==> src/rtl/gpr_wport_arb.sv <==
// Write-back GPR write-port arbiter: shares the single port between LSU retirement
// and a 2-entry FIFO of muldiv results, with starvation forcing and pending-rd reporting.
module gpr_wport_arb #(
    parameter int STARVE_LIMIT = 4
) (
    input  logic        clk,
    input  logic        rst_n,
    input  logic        ls_valid,
    input  logic        ls_wen,
    input  logic [4:0]  ls_rd,
    input  logic [63:0] ls_data,
    output logic        ls_ready,
    input  logic        md_valid,
    input  logic [4:0]  md_rd,
    input  logic [63:0] md_data,
    output logic        md_ready,
    input  logic [4:0]  rs1,
    input  logic [4:0]  rs2,
    output logic        rs1_pend,
    output logic        rs2_pend,
    output logic        gpr_wen,
    output logic [4:0]  gpr_waddr,
    output logic [63:0] gpr_wdata,
    output logic [1:0]  fifo_cnt
);

    localparam logic [3:0] LIMIT = 4'(STARVE_LIMIT);

    logic [1:0]  cnt;
    logic        hd;
    logic [1:0]  live;
    logic [4:0]  ent_rd   [2];
    logic [63:0] ent_data [2];
    logic [3:0]  starve_cnt;

    logic        tail;
    logic        ls_w;
    logic        head_present;
    logic        head_live;
    logic        force_md;
    logic        pop_dead;
    logic        grant_md;
    logic        grant_ls;
    logic        pop;
    logic        push;
    logic [1:0]  live_next;

    assign tail         = hd ^ cnt[0];
    assign ls_w         = ls_valid & ls_wen & (ls_rd != 5'd0);
    assign head_present = (cnt != 2'd0);
    assign head_live    = head_present & live[hd];
    assign force_md     = head_live & (starve_cnt == LIMIT);
    assign pop_dead     = head_present & ~live[hd];
    assign grant_md     = force_md | (head_live & ~ls_w);
    assign grant_ls     = ls_w & ~force_md;
    assign pop          = pop_dead | grant_md;

    assign md_ready = (cnt != 2'd2);
    assign push     = md_valid & md_ready & (md_rd != 5'd0);
    assign ls_ready = ~force_md;
    assign fifo_cnt = cnt;

    assign gpr_wen   = rst_n & (grant_md | grant_ls);
    assign gpr_waddr = grant_md ? ent_rd[hd]   : ls_rd;
    assign gpr_wdata = grant_md ? ent_data[hd] : ls_data;

    assign rs1_pend = (rs1 != 5'd0) & ((live[0] & (ent_rd[0] == rs1)) | (live[1] & (ent_rd[1] == rs1)));
    assign rs2_pend = (rs2 != 5'd0) & ((live[0] & (ent_rd[0] == rs2)) | (live[1] & (ent_rd[1] == rs2)));

    // The granted LSU write is younger, so any queued result to the same rd is dropped;
    // empty slots always carry live=0 so the pend compare needs no occupancy check.
    always_comb begin
        live_next = live;
        for (int i = 0; i < 2; i++) begin
            if (grant_ls && live[i] && (ent_rd[i] == ls_rd))
                live_next[i] = 1'b0;
        end
        if (pop)
            live_next[hd] = 1'b0;
        if (push)
            live_next[tail] = 1'b1;
    end

    always_ff @(posedge clk) begin
        if (!rst_n) begin
            cnt        <= 2'd0;
            hd         <= 1'b0;
            live       <= 2'b00;
            starve_cnt <= 4'd0;
        end else begin
            cnt  <= cnt + {1'b0, push} - {1'b0, pop};
            hd   <= hd ^ pop;
            live <= live_next;
            if (!head_live || grant_md)
                starve_cnt <= 4'd0;
            else if (starve_cnt != LIMIT)
                starve_cnt <= starve_cnt + 4'd1;
        end
    end

    always_ff @(posedge clk) begin
        if (push) begin
            ent_rd[tail]   <= md_rd;
            ent_data[tail] <= md_data;
        end
    end

endmodule

==> config.mk <==
export PLATFORM = sky130hd
export DESIGN_NAME = gpr_wport_arb
export DESIGN_NICKNAME = d
export VERILOG_FILES = /design/src/rtl/gpr_wport_arb.sv
export SDC_FILE = /design/constraint.sdc
export NUM_CORES = 1
export LEC_CHECK = 0
export CAP_MARGIN = 25
export CORE_MARGIN = 5
export CORE_UTILIZATION = 46
export DETAILED_ROUTE_END_ITERATION = 12
export HOLD_SLACK_MARGIN = 0.05
export PLACE_DENSITY = 0.81
export SYNTH_ARGS = -nofsm -noshare
export SYNTH_HDL_FRONTEND = slang
export SYNTH_SLANG_ARGS = --single-unit
==> constraint.sdc <==
create_clock -name clk -period 6.04 [get_ports clk]
set_clock_uncertainty 0.05 [all_clocks]
set_input_delay 1.51 -clock clk [delete_from_list [all_inputs] [get_ports clk]]
set_output_delay 1.51 -clock clk [all_outputs]
set_load 0.05 [all_outputs]
==> results of run 1 <==
sequential cells by signal (all words and copies together) (netlist names), named ones only:
name and cells:
ent_data 128, ent_rd 10, fifo_cnt 2, hd 1, live 2, starve_cnt 4
logic make-up (layout without fill, tap and decap cells):
group	Yosys count	after routing	synth area share
AOI/OAI and AO/OA	20	20	0.0201
buffers and inverters	24	270	0.0170
adders and majority gates	4	4	0.00738
DFF	148	148	0.641
xor gates and xnor gates	33	33	0.0426
muxes	140	140	0.237
and+or+nand+nor	43	43	0.0353
report_power, final:
part | leakage, nW | switching [mW] | internal (mW)
Clock | 0.264 | 0.386 | 0.602
Combinational | 1.84 | 0.711 | 0.563
Sequential | 1.37 | 0.156 | 1.40
routing by layer:
metal  wire (um)  GRT usage  vias to the layer above
li1            -          -                     2052
met3        1280     0.0696                       18
met4         260     0.0651                        0
met5           0          0                        -
met1        6060      0.201                     2072
met2        8420      0.328                      181
stage by stage:
stage | utilization | power [mW] | hold WS, ns | instance area [um2] | setup WS, ns
3_5_place_dp | 0.630 | 2.87 | 0.445 | 9130 | 0.320
3_3_place_gp | 0.630 | 2.83 | 0.389 | 9130 | 0.400
6_report | 0.669 | 3.82 | 0.472 | 9690 | 0.274
2_1_floorplan | - | 2.44 | 0.380 | 6780 | 0.852
4_1_cts | 0.669 | 3.87 | 0.473 | 9690 | 0.283
5_1_grt | 0.669 | 4.00 | 0.493 | 9690 | 0.175
placed cells by master (no fill, tap or decap), drive strengths merged, types with 2 or more instances in the layout:
master,netlist,routed
mux2i,4,4
nand2,5,5
clkbuf,7,17
nand2b,2,2
o211a,2,2
xnor2,16,16
nor3,3,3
ha,4,4
nor2,12,12
buf,10,56
clkinv,0,6
xor2,17,17
or4,3,3
edfxtp,138,138
mux2,136,136
o2bb2ai,2,2
nand3,7,7
o21ai,3,3
bufinv,0,2
inv,7,9
a21oi,8,8
clkdlybuf4s50,0,176
clkinvlp,0,4
a21o,2,2
nor4,7,7
dfxtp,10,10
how the worst max path moves through the flow:
stage | end | cells after the start
2_1_floorplan | ent_data[1][0]$_DFFE_PP_ | 3
3_5_place_dp | gpr_waddr[2] | 7
5_1_grt | gpr_waddr[2] | 7
6_report | gpr_wdata[63] | 6
4_1_cts | gpr_waddr[2] | 7
3_3_place_gp | gpr_wdata[0] | 6
area by class of cell:
class,count,area share
sequential,148,0.449
multi-input combinational,240,0.242
timing repair buffer,232,0.225
clock buffer,17,0.0439
tap,184,0.0238
clock inverter,14,0.0142
inverter,7,0.00271
==> impl_metrics.ini, run 1 <==
[detailed_routing]
firstDrtPassIters = 4
drtIter0Drc = 189
routedWlPerCell_um = 19.0
vias = 4323
viasPerCell = 5.13
drc_errors = 0
drt_wl_total_um = 16000
ant_nets = 0

[worst_setup_path]
cp-start-kind = primary input
r2r_slack_ns = 3.34
cpPeakStageDelay_ns = 0.72
r2r_end = fifo_cnt[1]$_SDFF_PN0_
end_kind = output pin
crit_fanout = 19
crit_required_ns = 4.48
crit_slowest_cell = clkdlybuf4s50_1
rr_worst_depth = 11
crit_buf_inv = 2
startpoint = ls_rd[1]
critPathMostFrequentCell = clkdlybuf4s50_1
cp.arrival_ns = 4.21
critical_path_class = in2out
crit_chain = clkdlybuf4s50_1, nor4_4, a21o_2, o21ai_4, mux2_2, clkdlybuf4s50_1
r2r-start = starve_cnt[0]$_SDFFE_PP0P_
cpLargestDelayFamily = buffers and inverters

[global_route]
grt_pass1_vias = 4876
grt_max_degree = 71
track_usage = 0.184
grt_pass1_wl_um = 25300
grt-ovfl-total = 0
antenna_found_initial = 0

[timing]
max_freq_mhz = 173
tns_ns = 0
hold_viol_final = 0
worst_slew_pin_slew_ns = 0.996
slew_headroom = 0.336
setup_viol = 0
timing.final.crit_share = 0.955
rsz0062_at_grt = no
layout_min_cycle_time_ns = 5.77
maxSlewViolCount = 0

[synth]
yosys-top-cells-count = 138 x edfxtp_1, 127 x mux2_2, 17 x xor2_1, 16 x xnor2_1, 11 x nor2_1
yosysSeqAreaShare = 0.641
yosys.area.top_type_share = 0.611
synth_edf_count = 138
synth_flop_cell = edfxtp_1
syn_area_um2 = 6780
synth_cell_types = 35
syn_avg_cell_area_um2 = 16.5
synthArstFlopShare = 0
ys_seq_elements = 148
post-synth-top-count-cell = edfxtp_1
synthCells = 412
synth_largest_area_cell = edfxtp_1
synth_warnings = 0
synth.area.top_cells = edfxtp_1 61%, mux2_2 21%, dfxtp_1 3.0%, xor2_1 2.2%, xnor2_1 2.1%
syn-num-nets = 569

[worst_hold_path]
min-delay-start = starve_cnt[0]$_SDFFE_PP0P_
min_path_type = reg2reg
hold_path_end = starve_cnt[0]$_SDFFE_PP0P_
holdPathStages = 1

[run]
cap_viol_max_count = 0

[die]
start_util = 0.468
fp.dieW_um = 131
fp.dieH_um = 131
boundaryPins = 229
num_rows = 44
dieArea_um2 = 17300
core-area_um2 = 14500

[placement]
place_inst = 811
place.gp.congestion = 0.841
dp_hpwl_um = 11600
io_buffers = 228

[run_status]
status = finished, final reports clean

[cts]
cts.clk_slew.worst_paths_ns = 0.06
numCtsBuffers = 17
holdBufCountCts = 0
postCtsSetupBuffers = 0
cts_tree = done
cts.sinks = 148
h-tree-depth = 4
cts_resized = 0
cts_root_buf = clkbuf_16
worstSkewPairLatency_ns = 0.41
clk_path_buf_depth = 2

[pwr]
p_per_area_nw_per_um2 = 394
leakagePower_nw = 3.47
ir_drop_mv = 0.251

[finish]
n_antenna_cell = 0
area_delta_synth_final_pct = 43.0
fin_nets = 803
multi_input_area_um2 = 2340
drive_gt1_frac = 0.345
seqCellArea_um2 = 4350
nFillCells = 1028
final_cells = 842
Power figures use the tool's default switching activity.
==> run 2: changes to the inputs <==
--- a/config.mk
+++ b/config.mk
@@ -11,6 +11,7 @@
 export DETAILED_ROUTE_END_ITERATION = 12
 export HOLD_SLACK_MARGIN = 0.05
 export PLACE_DENSITY = 0.81
+export SKIP_CTS_REPAIR_TIMING = 1
 export SYNTH_ARGS = -nofsm -noshare
 export SYNTH_HDL_FRONTEND = slang
 export SYNTH_SLANG_ARGS = --single-unit
==> results of run 2 <==
The final DEF is identical to that of run 1; final timing and power are the same.
==> run 3: changes to the inputs <==
--- a/config.mk
+++ b/config.mk
@@ -5,7 +5,6 @@
 export SDC_FILE = /design/constraint.sdc
 export NUM_CORES = 1
 export LEC_CHECK = 0
-export CAP_MARGIN = 25
 export CORE_MARGIN = 5
 export CORE_UTILIZATION = 46
 export DETAILED_ROUTE_END_ITERATION = 12
==> results of run 3 <==
The final DEF is identical to that of run 1; final timing and power are the same.
